<file path="config.mk">
export PLATFORM = sky130hd
export DESIGN_NAME = fetch_unit
export DESIGN_NICKNAME = d
export VERILOG_FILES = /design/src/rtl/pipeline_pkg.sv /design/src/rtl/fetch_fifo.sv /design/src/rtl/fetch_unit.sv
export SDC_FILE = /design/constraint.sdc
export NUM_CORES = 1
export LEC_CHECK = 0
export ABC_AREA = 1
export BUFFER_PORTS_ARGS = -buffer_cell sky130_fd_sc_hd__buf_2
export CAP_MARGIN = 5
export CORE_UTILIZATION = 50
export CTS_CLUSTER_SIZE = 40
export DETAILED_ROUTE_END_ITERATION = 6
export GPL_ROUTABILITY_DRIVEN = 0
export PLACE_DENSITY_LB_ADDON = 0.1
export SKIP_LAST_GASP = 1
export SYNTH_ARGS = -nofsm -noshare
export SYNTH_HDL_FRONTEND = slang
export SYNTH_SLANG_ARGS = --single-unit
</file>
<file path="constraint.sdc">
create_clock -name clk -period 5.6 [get_ports clk]
set_input_delay 0.84 -clock clk [delete_from_list [all_inputs] [get_ports clk]]
set_output_delay 0.84 -clock clk [all_outputs]
set_load 0.03 [all_outputs]
</file>
<file path="src/rtl/pipeline_pkg.sv">
// Shared pipeline definitions: word widths, the NOP bubble word, the default
// reset PC, and the {pcadd4, instr} payload carried into IF/ID.
package pipeline_pkg;

    localparam int unsigned INSN_W = 32;
    localparam int unsigned ADDR_W = 32;

    localparam logic [INSN_W-1:0] NOP_WORD         = 32'h0000_0000;
    localparam logic [ADDR_W-1:0] DEFAULT_RESET_PC = 32'h0000_0000;

    typedef struct packed {
        logic [ADDR_W-1:0] pcadd4;
        logic [INSN_W-1:0] instr;
    } fetch_entry_t;

endpackage

</file>
<file path="src/rtl/fetch_fifo.sv">
// Small synchronous in-order FIFO with push, pop and clear.
// Ports:
//   clk, rst       clock, synchronous active-high reset
//   clear_i        drop all entries (wins over push/pop)
//   push_i/wdata_i write one entry (caller never pushes when full)
//   pop_i          retire head (caller never pops when empty)
//   rdata_o        head entry (undefined when empty)
//   count_o        number of valid entries
module fetch_fifo #(
    parameter int unsigned WIDTH = 64,
    parameter int unsigned DEPTH = 2,
    localparam int unsigned CNT_W = $clog2(DEPTH + 1)
) (
    input  logic             clk,
    input  logic             rst,
    input  logic             clear_i,
    input  logic             push_i,
    input  logic [WIDTH-1:0] wdata_i,
    input  logic             pop_i,
    output logic [WIDTH-1:0] rdata_o,
    output logic [CNT_W-1:0] count_o
);

    localparam int unsigned PTR_W = (DEPTH > 1) ? $clog2(DEPTH) : 1;

    logic [WIDTH-1:0] mem_q [DEPTH];
    logic [PTR_W-1:0] wr_q, rd_q;
    logic [CNT_W-1:0] cnt_q;

    function automatic logic [PTR_W-1:0] ptr_inc(input logic [PTR_W-1:0] p);
        return (p == PTR_W'(DEPTH - 1)) ? '0 : p + 1'b1;
    endfunction

    // Pointer and occupancy update.
    always_ff @(posedge clk) begin
        if (rst || clear_i) begin
            wr_q  <= '0;
            rd_q  <= '0;
            cnt_q <= '0;
        end else begin
            if (push_i) wr_q <= ptr_inc(wr_q);
            if (pop_i)  rd_q <= ptr_inc(rd_q);
            cnt_q <= cnt_q + CNT_W'(push_i) - CNT_W'(pop_i);
        end
    end

    // Storage; contents are don't-care until written.
    always_ff @(posedge clk) begin
        if (push_i && !clear_i && !rst) mem_q[wr_q] <= wdata_i;
    end

    assign rdata_o = mem_q[rd_q];
    assign count_o = cnt_q;

endmodule

</file>
<file path="src/rtl/fetch_unit.sv">
// Instruction-fetch stage: owns the PC, issues word requests over req/gnt +
// rvalid, buffers returned words in order and presents {IF_pcadd4,
// IF_instruction} to IF/ID. Redirect flushes the buffer and drops responses
// still in flight for the old stream.
// Optional feature: define FETCH_BYPASS_EN to forward a response straight to
// IF_* when the buffer is empty (one cycle less latency).
// Ports:
//   clk, rst                   clock, synchronous active-high reset
//   stall                      IF/ID holding; do not pop
//   redirect, redirect_pc      taken branch/jump and its target
//   imem_req/imem_addr/imem_gnt  request handshake (addr = pc)
//   imem_rvalid/imem_rdata     in-order response
//   IF_pcadd4/IF_instruction   head entry, or 0/NOP when empty
module fetch_unit
    import pipeline_pkg::*;
#(
    parameter logic [31:0] RESET_PC = DEFAULT_RESET_PC,
    parameter int unsigned DEPTH    = 2
) (
    input  logic        clk,
    input  logic        rst,
    input  logic        stall,
    input  logic        redirect,
    input  logic [31:0] redirect_pc,
    output logic        imem_req,
    output logic [31:0] imem_addr,
    input  logic        imem_gnt,
    input  logic        imem_rvalid,
    input  logic [31:0] imem_rdata,
    output logic [31:0] IF_pcadd4,
    output logic [31:0] IF_instruction
);

    localparam int unsigned CNT_W = $clog2(DEPTH + 1);

    logic [ADDR_W-1:0] pc_q, pc_d;
    logic [CNT_W-1:0]  drop_q, drop_d;
    logic [CNT_W-1:0]  count, inflight;
    logic [ADDR_W-1:0] tag_head;
    fetch_entry_t      head_e, push_e, out_e;
    logic              fire, retire, take, bypass, out_valid;
    logic              data_push, data_pop;

    // Issue only while buffered + in-flight words stay under the cap.
    assign imem_req  = !rst && !redirect &&
                       ((CNT_W+1)'(count) + (CNT_W+1)'(inflight) < (CNT_W+1)'(DEPTH));
    assign imem_addr = pc_q;
    assign fire      = imem_req && imem_gnt;

    // A response retires the oldest tag; it is kept only when nothing is owed to drop.
    assign retire = imem_rvalid && (inflight != '0);
    assign take   = retire && (drop_q == '0) && !redirect;

    assign push_e.pcadd4 = tag_head + ADDR_W'(4);
    assign push_e.instr  = imem_rdata;

`ifdef FETCH_BYPASS_EN
    assign bypass = (count == '0) && take;
`else
    assign bypass = 1'b0;
`endif

    // Head selection and buffer control.
    always_comb begin
        out_valid = (count != '0);
        out_e     = head_e;
        if (bypass) begin
            out_valid = 1'b1;
            out_e     = push_e;
        end
        data_pop  = !stall && !redirect && (count != '0);
        data_push = take && !(bypass && !stall);
    end

    assign IF_pcadd4      = out_valid ? out_e.pcadd4 : '0;
    assign IF_instruction = out_valid ? out_e.instr  : NOP_WORD;

    // Next pc and drop count; redirect overrides every other event.
    always_comb begin
        pc_d   = pc_q;
        drop_d = drop_q;
        if (redirect) begin
            pc_d   = redirect_pc & ~32'h3;
            drop_d = inflight - CNT_W'(retire);
        end else begin
            if (fire) pc_d = pc_q + ADDR_W'(4);
            if (retire && (drop_q != '0)) drop_d = drop_q - 1'b1;
        end
    end

    always_ff @(posedge clk) begin
        if (rst) begin
            pc_q   <= RESET_PC;
            drop_q <= '0;
        end else begin
            pc_q   <= pc_d;
            drop_q <= drop_d;
        end
    end

    // Tag queue: its occupancy is the in-flight count; never flushed by redirect
    // so dropped responses still retire their tags.
    fetch_fifo #(.WIDTH(ADDR_W), .DEPTH(DEPTH)) u_tag_q (
        .clk     (clk),
        .rst     (rst),
        .clear_i (1'b0),
        .push_i  (fire),
        .wdata_i (pc_q),
        .pop_i   (retire),
        .rdata_o (tag_head),
        .count_o (inflight)
    );

    fetch_fifo #(.WIDTH($bits(fetch_entry_t)), .DEPTH(DEPTH)) u_data_q (
        .clk     (clk),
        .rst     (rst),
        .clear_i (redirect),
        .push_i  (data_push),
        .wdata_i (push_e),
        .pop_i   (data_pop),
        .rdata_o (head_e),
        .count_o (count)
    );

endmodule
</file>
[Word-level counts from Yosys, hierarchy flattened]
Memories as Yosys holds them, arrays and structs flattened. A register that Yosys moved wholly into a read port is not among the register bits.
Cells that the tools add are included.
Widths: inputs -> output; s select.
Word-level totals
  register bits after elaboration: 42
  RAM bits: 192
  bits of input ports: 70
  output and inout port bits: 97
  logic and storage cells: 66
  memories kept: 2
Operators by class
  $add $sub $neg: 13
  magnitude comparators: 1
  mux-type cells: 18
  reduce and logical (&&, ||, !) cells: 23
Memory list
  u_data_q.mem_q: words 2, width 64, rd ports 1, clocked after memory_dff 1, write ports 1, RTL line fetch_fifo.sv:26  | logic [WIDTH-1:0] mem_q [DEPTH];
  u_tag_q.mem_q: words 2, width 32, rd ports 1, clocked after memory_dff 1, write ports 1, RTL line fetch_fifo.sv:26
Operator list (number)
  $mux 32: 4
  $add 32x3->32 const B: 2
  $logic_and 1x1->1: 12
  $mux 1: 12
  $reduce_bool 2->1: 5
  $sub 2x1->2: 3
  $add 1x1->1 const B: 4
  $add 2x1->2: 2
  $mux 2: 2
  $add 2x2->3: 1
  $logic_not 1->1: 3
  $lt 3x2->1 const B: 1
  $logic_not 2->1: 1
  $reduce_or 2->1: 1
  $sub 2x1->2 const B: 1
  $logic_or 1x1->1: 1

[Depth between registers and ports, before layout]
Gate-level depths: netlist of run 1.
  depth in word-level cells: 8
  mapped depth: 12
  depth with buffers taken out: 11

[Hierarchy]
Synthesis of run 1 repeated with hierarchy kept, for this count alone.
Unflattened totals
  cells, all modules: 1022
  area total of the unflattened synthesis: 11449.7 um^2
By module, submodules not included
  fetch_fifo (u_data_q): times used 1, cells each 230, area each 5146.2 um^2, sequential area each 3943.8 um^2
  fetch_unit: times used 1, cells each 661, area each 3612.2 um^2, sequential area each 640.6 um^2
  fetch_fifo (u_tag_q): times used 1, cells each 131, area each 2691.3 um^2, sequential area each 2021.9 um^2

[Worst setup path after synthesis of run 1]
Ideal clock, no wire load.
  kind: input to register
  from: input redirect
  to: memory u_data_q.mem_q[0][0], enable pin
  setup time: 0.558 ns
  data arrival time: 5.574 ns
  required time: 5.042 ns
  path slack: -0.532 ns
  cell stages on the path: 4
  buffers on the path: 1
  cell sequence: buf_2 > nor2_1 > inv_1 > nor3_1
On the way
  cells in the longest elaborated chain, start to end: 6
Ends and longest elaborated chain
  from (decl): RTL line fetch_unit.sv:23  | input logic redirect,
  $logic_not 1->1 *: RTL line fetch_fifo.sv:49, fetch_unit.sv:52
  $logic_and 1x1->1: RTL line fetch_unit.sv:52  | assign take = retire && (drop_q == '0) && !redirect;
  $logic_and 1x1->1 * (2 in series): RTL line fetch_fifo.sv:49  | if (push_i && !clear_i && !rst) mem_q[wr_q] <= wdata_i;
  $mux 1 *: RTL line fetch_fifo.sv:49
  $mux 1 (implied by the code) *: RTL line fetch_fifo.sv:49
  to (decl): RTL line fetch_fifo.sv:26
Mark *: on every way between the ends. The rest lies on a longest branch, timed or not.

==> impl_metrics.csv, run 1 <==
group,metric,value,unit
synth,syn_inst,1129,
setup_path,worstRegToRegCells,11,
synth,yosys_warnings,0,
routing,detail_route.first_pass.iterations,7,
synth,synth_seq_area_share,60.8,%
power_and_ir_drop,static-leakage-power,0.00502,uW
routing,drt-met1-wl,9.99,mm
routing,wl_per_cell,14.3,um
grt,grt_first_pass_wirelength,36.5,mm
synth,multiplexer_fraction_of_the_synthesized_cell_area,0,%
routing,route.top_layer_used,"met4",
grt,grt_max_degree,64,
grt,antenna_found_initial,0,
routing,drc,2,
setup_path,endpoint_kind,"output port",
synth,netlist_area,10500,sq um
sta,finalCritPeriodShare,61.5,%
status,status,"complete, but fails checks",
setup_path,startpoint_of_the_most_critical_register_to_register_path,"u_data_q.count_o[0]$_SDFF_PP0_",
final_layout,antenna_cells_inserted,0,
floorplanning,die_h,147,um
placement,hpwl,15.3,mm
final_layout,finalNonFillerCells,1572,
sta,fin_setup_tns,0,ns
power_and_ir_drop,power-per-cell-area,333,nW/um^2
routing,final_antenna_net_count,0,
routing,vias_per_cell,4.96,
cts,clk-insertion-delay-late,0.52,ns
flow_run,drv.max_cap_violation_count,0,
placement,buffer_ports.inserted,160,
final_layout,area_growth_syn_to_layout,17.3,%
final_layout,post-route-util,60.3,%
final_layout,layout.cells.most_common_list,"368 x nand2_1, 184 x edfxtp_1, 160 x buf_2",
status,failing_checks,"design-rule violations",
sta,fin_worst_skew,0.00965,ns
synth,post_synth_xor_xnor_area,2.01,%
grt,globalRouteTotalUtil,21.4,%
floorplanning,die_w,147,um
synth,synth_top_family_by_area,"simple AND/OR/NAND/NOR gates",
setup_path,critPathMaxFanout,63,
worst_hold_path,hold_path_startpoint,"u_tag_q.rd_q$_SDFFE_PP0P_",
final_layout,fraction_of_layout_cells_with_a_size_suffix_above_1,19.2,%
grt,first_global_vias,7336,
setup_path,setup.reg_to_reg.worst_slack,2.47,ns
worst_hold_path,timing.hold.worst_path_depth,1,
routing,routed-wl-met3,1.15,mm
sta,max_clock_freq,0.291,GHz
sta,fin_crit,3.44,ns
setup_path,critical_path.reg2reg.endpoint,"imem_addr[6]$_SDFFE_PP0P_",
final_layout,mostFrequentLayoutCell,"nand2_1",
cts,number_of_buffers_created_by_cts,24,
floorplanning,count_of_standard_cell_rows,52,
worst_hold_path,min_delay_path_class,"register to register",
setup_path,worstSetupPathType,"register to output port",
floorplanning,die-area,21500,sq um
sta,setup_viol,0,
cts,cts_tree,"yes",
placement,post_dp_cell_area,11500,sq um
cts,max-clock-path-buffers,3,
sta,slew_headroom,27.4,%
grt,gr-total-overflow,0,
cts,clk_root_buffer_cell,"clkbuf_16",
routing,wl_met2,10.7,mm
synth,post_synth.cell_area_avg,9.27,sq um
synth,post_synth_fa_ha_maj_area_fraction,1.03,%
synth,ys_seq_elements,226,
cts,cts-hold-fix-buffers,0,
routing,drt_iter0_markers,400,
sta,finalHoldViolations,0,
floorplanning,placeableCoreArea,20400,sq um
sta,rsz0062_at_grt,"false",
synth,synth_simple_gate_area_share,21.6,%
floorplanning,design.portCount,167,
sta,worst_pin_slew,1.09,ns
final_layout,final_net_count,1362,
synth,synth.distinct_cells,38,
cts,postCtsSetupBuffers,0,
cts,clk_pin_slew,0.06,ns
synth,synth-compound-area-share,7.98,%
routing,number_of_vias_in_the_routed_layout,7804,
cts,cts.htree.levels,1,
final_layout,filler_cell_count,1810,
power_and_ir_drop,vdd.ir_drop.worst,0.236,mV
setup_path,arrival_time_at_the_worst_endpoint,2.60,ns
final_layout,postLayoutCellArea,12300,sq um
setup_path,worstPathRequired,4.76,ns
sta,final_max_slew_viol_count,0,
floorplanning,starting_density,51.4,%
cts,post_cts_resize_count,0,
cts,sink_count_of_the_clock_tree,226,
routing,routed_wl,22.5,mm
setup_path,setup.worst_path.start_class,"register",
placement,dpl.cell_count,1528,
[registers in the layout (all words and copies together), names as in the netlist, named ones only]
register / flops
u_data_q.wr_q: 1
u_data_q.mem_q: 124
u_tag_q.count_o: 2
u_tag_q.rd_q: 1
drop_q: 2
imem_addr: 30
u_data_q.count_o: 2
u_tag_q.mem_q: 60
u_data_q.rd_q: 1
u_tag_q.wr_q: 1
[stage by stage]
stage | worst slack (ns) | total power, uW | hold WS, ns
global placement | 2.02 | 2560 | 0.441
finish | 2.16 | 4090 | 0.461
floorplan | -0.532 | 2420 | 0.426
detailed placement | 1.96 | 2570 | 0.445
global route | 1.88 | 4270 | 0.475
CTS | 2.08 | 4130 | 0.457
[cell type report]
| type | instances | area [sq um] | share of cell area [%] |
|---|---|---|---|
| sequential | 226 | 6370 | 51.9 |
| multi-input combinational | 741 | 3450 | 28.1 |
| timing repair buffer | 167 | 853 | 6.95 |
| clock buffer | 36 | 716 | 5.83 |
| inverter | 124 | 465 | 3.79 |
| tap | 270 | 338 | 2.75 |
| clock inverter | 8 | 83.8 | 0.683 |
[power by group]
part	leakage [uW]	internal, uW	total (uW)	switching [uW]
combinational	0.00262	163	561	398
sequential	0.00202	1910	1980	64.4
clock	0.000385	931	1550	623
[critical path, stage by stage, from the launching register on]
cell	delay (ns)
dfxtp_2	0.31
buf_4	0.30
inv_2	0.88
nand2_1	0.10
a21oi_1	0.21
buf_2	0.23
[per-layer routing]
layer	vias up	track usage [%]
met3	46	3.14
li1	4019	-
met4	0	7.71
met1	3529	28.3
met2	210	35.9
met5	-	0
[synthesized netlist by cell type, drive strengths merged]
| library cell | instances | area, sq um |
|---|---|---|
| nand2 | 374 | 1420 |
| nor2 | 97 | 402 |
| nand3b | 3 | 22.5 |
| fa | 1 | 20.0 |
| o21ai | 48 | 274 |
| o21bai | 2 | 15.0 |
| a221oi | 1 | 8.76 |
| nand3 | 50 | 255 |
| conb | 1 | 3.75 |
| a21oi | 86 | 430 |
| o211ai | 3 | 22.5 |
| inv | 124 | 465 |
| xnor2 | 1 | 8.76 |
| nand4 | 7 | 43.8 |
| ha | 7 | 87.6 |
| clkbuf | 24 | 90.1 |
| o221ai | 1 | 8.76 |
| buf | 17 | 125 |
| o31ai | 1 | 7.51 |
| edfxtp | 184 | 5530 |
| nor3b | 1 | 7.51 |
| dfxtp | 42 | 841 |
| xor2 | 23 | 201 |
| nor3 | 17 | 95.1 |
| a31oi | 10 | 62.6 |
| o22ai | 1 | 6.26 |
| or2 | 3 | 18.8 |
[how the worst max path moves through the flow]
stage	start	endpoint	slack, ns	depth (start not counted)
2_1_floorplan	redirect	u_data_q.mem_q[0][0]$_DFFE_PP_	-0.53	4
3_3_place_gp	redirect	imem_addr[13]$_SDFFE_PP0P_	2.02	9
3_5_place_dp	redirect	imem_addr[15]$_SDFFE_PP0P_	1.96	9
4_1_cts	register	IF_instruction[7]	2.08	5
5_1_grt	register	IF_pcadd4[14]	1.88	5
6_report	register	IF_pcadd4[10]	2.16	5
[logic make-up (layout without fill, tap and decap cells)]
| logic type | count (synthesis) | count (layout) |
|---|---|---|
| AOI/OAI and AO/OA | 153 | 153 |
| xor gates and xnor gates | 24 | 24 |
| adders and majority gates | 8 | 8 |
| buffers and inverters | 165 | 335 |
| DFF | 226 | 226 |
| other | 1 | 4 |
| and+or+nand+nor | 552 | 552 |
No activity file was read; power rests on OpenSTA's default activity.
==> run 2, diff against run 1 <==
- clock period: 5.6 -> 3.2 ns (I/O delays scaled with it)
==> run 2 against run 1 <==
The flow now finishes without violations; via count up 0.92%; cell area up 0.20%; routed wire length is 0.46% higher; utilization rose by 0.12 points; clock skew is 0.014 ns higher; sequential power is 74% higher; count of clock-buffer cells in the layout decreased by 4; sequential share of layout area shrank 0.11 points; first-iteration DRC count fell by 13%; hold slack lost 0.31 ns.
==> impl_metrics.csv, run 2 (synthesis results as in run 1) <==
group,metric,value,unit
power_and_ir_drop,netSwitchingFraction,26.9,%
worst_hold_path,min_delay_path_class,"primary input to register",
cts,clk_pin_slew,0.06,ns
sta,fin_crit,2.55,ns
final_layout,register_area,6370,sq um
cts,post_cts_resize_count,0,
routing,drt-met1-wl,10.3,mm
grt,gr-total-overflow,0,
cts,cts-hold-fix-buffers,0,
grt,globalRouteTotalUtil,21.2,%
routing,routed_wl,22.6,mm
routing,routed-wl-met3,1.01,mm
floorplanning,starting_density,51.4,%
sta,final_max_slew_viol_count,0,
final_layout,antenna_cells_inserted,0,
power_and_ir_drop,static-leakage-power,0.00505,uW
routing,number_of_vias_in_the_routed_layout,7876,
grt,grt_max_degree,63,
floorplanning,design.portCount,167,
final_layout,fraction_of_layout_cells_with_a_size_suffix_above_1,19.3,%
power_and_ir_drop,vdd.ir_drop.worst,0.359,mV
grt,grt_first_pass_wirelength,36.0,mm
floorplanning,die_h,147,um
cts,number_of_buffers_created_by_cts,24,
sta,worst_pin_slew,0.713,ns
cts,postCtsSetupBuffers,0,
worst_hold_path,timing.hold.worst_path_depth,1,
setup_path,worstRegToRegCells,7,
placement,post_dp_cell_area,11600,sq um
final_layout,multi_input_area,3470,sq um
final_layout,mostFrequentLayoutCell,"nand2_1",
cts,sink_count_of_the_clock_tree,226,
cts,cts_tree,"yes",
final_layout,filler_cell_count,1799,
power_and_ir_drop,comb_power_share,14.4,%
setup_path,worstPathRequired,2.72,ns
power_and_ir_drop,pwr-share-seq,49.4,%
sta,max_clock_freq,0.392,GHz
status,status,"finished clean",
sta,fin_worst_skew,0.0234,ns
flow_run,drv.max_cap_violation_count,0,
power_and_ir_drop,power_frac_clock,36.2,%
sta,setup_viol,0,
floorplanning,count_of_standard_cell_rows,52,
setup_path,worstSetupPathType,"register to output port",
routing,wl_per_cell,14.3,um
sta,rsz0062_at_grt,"false",
routing,drc,0,
placement,hpwl,15.6,mm
placement,buffer_ports.inserted,160,
setup_path,arrival_time_at_the_worst_endpoint,2.07,ns
routing,detail_route.first_pass.iterations,5,
power_and_ir_drop,internal_power,5110,uW
setup_path,setup.worst_path.start_class,"register",
setup_path,endpoint_kind,"output port",
cts,cts.htree.levels,1,
final_layout,final_net_count,1371,
sta,slew_headroom,52.5,%
routing,drt_iter0_markers,350,
final_layout,area_growth_syn_to_layout,17.5,%
cts,clk-insertion-delay-late,0.52,ns
floorplanning,die_w,147,um
cts,clk_root_buffer_cell,"clkbuf_16",
grt,first_global_vias,7254,
power_and_ir_drop,power-per-cell-area,568,nW/um^2
grt,antenna_found_initial,0,
routing,wl_met2,10.6,mm
final_layout,layout.cells.most_common_list,"368 x nand2_1, 184 x edfxtp_1, 160 x buf_2",
sta,whs,0.146,ns
final_layout,registers.top_by_ff_count,"u_data_q.mem_q",
routing,vias_per_cell,4.98,
routing,route.top_layer_used,"met4",
final_layout,postLayoutCellArea,12300,sq um
sta,finalHoldViolations,0,
cts,max-clock-path-buffers,3,
floorplanning,die-area,21500,sq um
setup_path,critPathMaxFanout,33,
routing,final_antenna_net_count,0,
final_layout,largest_reg_flops,124,
power_and_ir_drop,net-switching-power,1880,uW
sta,finalCritPeriodShare,79.6,%
floorplanning,placeableCoreArea,20400,sq um
==> run 2: power groups by stage <==
stage	Sequential (uW)	Combinational, uW	Clock (uW)
2_1_floorplan	3520	720	0
4_1_cts	3450	1010	2580
3_3_place_gp	3510	989	0
5_1_grt	3470	1120	2700
6_report	3450	1000	2530
3_5_place_dp	3520	1010	0
==> run 2: per-layer routing <==
metal  up-vias  GRT usage [%]
li1       4055              -
met1      3589           28.6
met2       195           35.4
met3        37           2.80
met4         0           7.14
met5         -              0
==> run 2: layout make-up <==
| class | instances | area share [%] |
|---|---|---|
| Tap cell | 270 | 2.75 |
| Inverter | 124 | 3.78 |
| Sequential cell | 226 | 51.8 |
| Multi-Input combinational cell | 741 | 28.2 |
| Timing Repair Buffer | 176 | 7.69 |
| Clock inverter | 11 | 0.722 |
| Clock buffer | 32 | 5.13 |
==> run 2: through the flow <==
stage | std cells | power (uW) | util [%] | worst slack, ns | setup TNS, ns
finish | 1580 | 6990 | 60.4 | 0.652 | 0
global route | 1580 | 7290 | 60.4 | 0.490 | 0
CTS | 1580 | 7040 | 60.4 | 0.598 | 0
detailed placement | 1537 | 4520 | 56.9 | 0.723 | 0
global placement | 1537 | 4500 | 56.9 | 0.742 | 0
floorplan | 1132 | 4240 | - | -0.650 | -80.60
==> run 2: path summary, 6_finish.rpt <==
kind	startpoint	to	slack (ns)
worst max-delay path	register	IF_instruction[1]	0.65
worst min-delay path	imem_rdata[3]	u_data_q.mem_q[1][3]$_DFFE_PP_	0.15
worst max register to register	register	u_data_q.mem_q[0][48]$_DFFE_PP_	0.72
worst min register to register	u_tag_q.rd_q$_SDFFE_PP0P_	register	0.45
==> run 2: worst max-delay path: stages (launching register included) <==
cell and delay (ns):
dfxtp_2 0.32, inv_2 0.43, buf_4 0.34, nand2_1 0.07, a21oi_1 0.16, buf_2 0.23
==> run 3, diff against run 2 <==
- clock period: 3.2 -> 2.5 ns (I/O delays scaled with it)
==> run 3 against run 2 <==
Routed wire length grew 1.1%; final cell count grew 0.25%; combinational power grew 36%; largest cell class unchanged; critical path depth grew 3; via count grew 0.69%; largest power group unchanged; first-iteration DRC count grew 20%; total power grew 30%; utilization grew 0.66 points; count of clock-buffer cells in the layout shrank 1.
==> impl_metrics.csv, run 3 (synthesis results as in run 1) <==
group,metric,value,unit
cts,postCtsSetupBuffers,0,
final_layout,fraction_of_layout_cells_with_a_size_suffix_above_1,20.0,%
routing,wl_per_cell,14.4,um
floorplanning,count_of_standard_cell_rows,52,
sta,final_max_slew_viol_count,0,
setup_path,worstSetupPathType,"register to register",
floorplanning,die-area,21500,sq um
floorplanning,placeableCoreArea,20400,sq um
routing,routed-wl-met3,1.38,mm
sta,fin_worst_skew,0.00882,ns
sta,setup_viol,0,
grt,first_global_vias,7408,
final_layout,largest_reg_flops,124,
floorplanning,die_h,147,um
grt,gr-total-overflow,0,
setup_path,setup.worst_path.start_class,"register",
cts,clk_root_buffer_cell,"clkbuf_16",
routing,vias_per_cell,5.01,
power_and_ir_drop,power-per-cell-area,730,nW/um^2
cts,clk_pin_slew,0.06,ns
floorplanning,die_w,147,um
setup_path,critPathMaxFanout,30,
sta,whs,0.0585,ns
sta,finalHoldViolations,0,
sta,slew_headroom,52.2,%
cts,max-clock-path-buffers,3,
setup_path,timing.critical_path.slowest_cell_delay,0.44,ns
floorplanning,starting_density,51.4,%
routing,detail_route.first_pass.iterations,5,
floorplanning,design.portCount,167,
final_layout,mostFrequentLayoutCell,"nand2_1",
setup_path,cp_cell_instances,"nand2_1 > inv_1 > fa_1 > nor2_1 > nand3_1 > buf_4 > nor2_4 > buf_12",
sta,rsz0062_at_grt,"false",
flow_run,drv.max_cap_violation_count,0,
setup_path,worstPathRequired,2.70,ns
setup_path,arrival_time_at_the_worst_endpoint,2.57,ns
final_layout,registers.top_by_ff_count,"u_data_q.mem_q",
cts,cts.htree.levels,1,
routing,routed_wl,22.8,mm
power_and_ir_drop,static-leakage-power,0.00510,uW
routing,final_antenna_net_count,0,
sta,finalCritPeriodShare,94.7,%
grt,globalRouteTotalUtil,21.6,%
routing,wl_met2,10.8,mm
cts,number_of_buffers_created_by_cts,24,
setup_path,endpoint_kind,"register",
cts,post_cts_resize_count,0,
final_layout,area_growth_syn_to_layout,18.8,%
status,status,"finished clean",
grt,grt_first_pass_wirelength,37.1,mm
cts,clk-insertion-delay-late,0.51,ns
grt,antenna_found_initial,0,
sta,worst_pin_slew,0.718,ns
cts,sink_count_of_the_clock_tree,226,
setup_path,path_delay_family,"simple AND/OR/NAND/NOR gates",
power_and_ir_drop,vdd.ir_drop.worst,0.513,mV
placement,buffer_ports.inserted,160,
final_layout,layout.cells.most_common_list,"367 x nand2_1, 184 x edfxtp_1, 160 x buf_2",
routing,drt_iter0_markers,419,
routing,number_of_vias_in_the_routed_layout,7930,
setup_path,timing.critical_path.buf_inv,3,
sta,fin_crit,2.37,ns
routing,drc,0,
cts,cts-hold-fix-buffers,0,
cts,cts_tree,"yes",
final_layout,final_net_count,1375,
final_layout,antenna_cells_inserted,0,
routing,route.top_layer_used,"met4",
placement,hpwl,15.5,mm
grt,grt_max_degree,63,
power_and_ir_drop,design_power_total,9080,uW
worst_hold_path,min_delay_path_class,"primary input to register",
routing,drt-met1-wl,9.95,mm
sta,max_clock_freq,0.422,GHz
setup_path,critical_path.slowest_cell,"fa_1",
==> run 3: cell types whose count changed in the layout (fill, tap and decap cells not counted), moves of 2 or more <==
cell,change
buf_12,+5
clkbuf_1,-2
clkinvlp_4,+3
nor2_2,-2
nor2_4,+3
==> run 3: report_power, final <==
part           internal [uW]  switching (uW)  total (uW)
clock network           1930            1380        3320
registers               4280             116        4400
logic                    418             944        1360
==> run 3: path summary, 6_finish.rpt <==
kind	endpoint	startpoint	slack, ns	depth (start not counted)
max	u_tag_q.mem_q[1][10]$_DFFE_PP_	u_data_q.count_o[0]$_SDFF_PP0_	0.13	8
min	u_data_q.mem_q[0][21]$_DFFE_PP_	imem_rdata[21]	0.06	1
max reg2reg	u_tag_q.mem_q[1][10]$_DFFE_PP_	u_data_q.count_o[0]$_SDFF_PP0_	0.13	8
min reg2reg	register	u_tag_q.rd_q$_SDFFE_PP0P_	0.47	1
==> run 3: through the flow <==
| step | area [sq um] | setup TNS (ns) | utilization, % | cells | setup slack (ns) |
|---|---|---|---|---|---|
| 2_1_floorplan | 10500 | -20.68 | - | 1132 | -0.167 |
| 3_3_place_gp | 11700 | 0 | 57.5 | 1541 | 0.259 |
| 3_5_place_dp | 11700 | 0 | 57.5 | 1541 | 0.166 |
| 4_1_cts | 12400 | 0 | 61.1 | 1584 | 0.142 |
| 5_1_grt | 12400 | 0 | 61.1 | 1584 | 0.0135 |
| 6_report | 12400 | 0 | 61.1 | 1584 | 0.133 |
==> run 3: cell type report <==
cell class / count / area, sq um
clock buffer: 31 / 648
multi-input combinational: 741 / 3490
timing repair buffer: 180 / 1040
clock inverter: 12 / 91.3
fill: 1768 / 7930
sequential: 226 / 6370
tap: 270 / 338
inverter: 124 / 468
==> run 3: layer usage <==
| layer | global-route usage [%] | vias up |
|---|---|---|
| met4 | 8.23 | 0 |
| met2 | 35.8 | 244 |
| met1 | 29.0 | 3579 |
| li1 | - | 4062 |
| met5 | 0 | - |
| met3 | 2.76 | 45 |
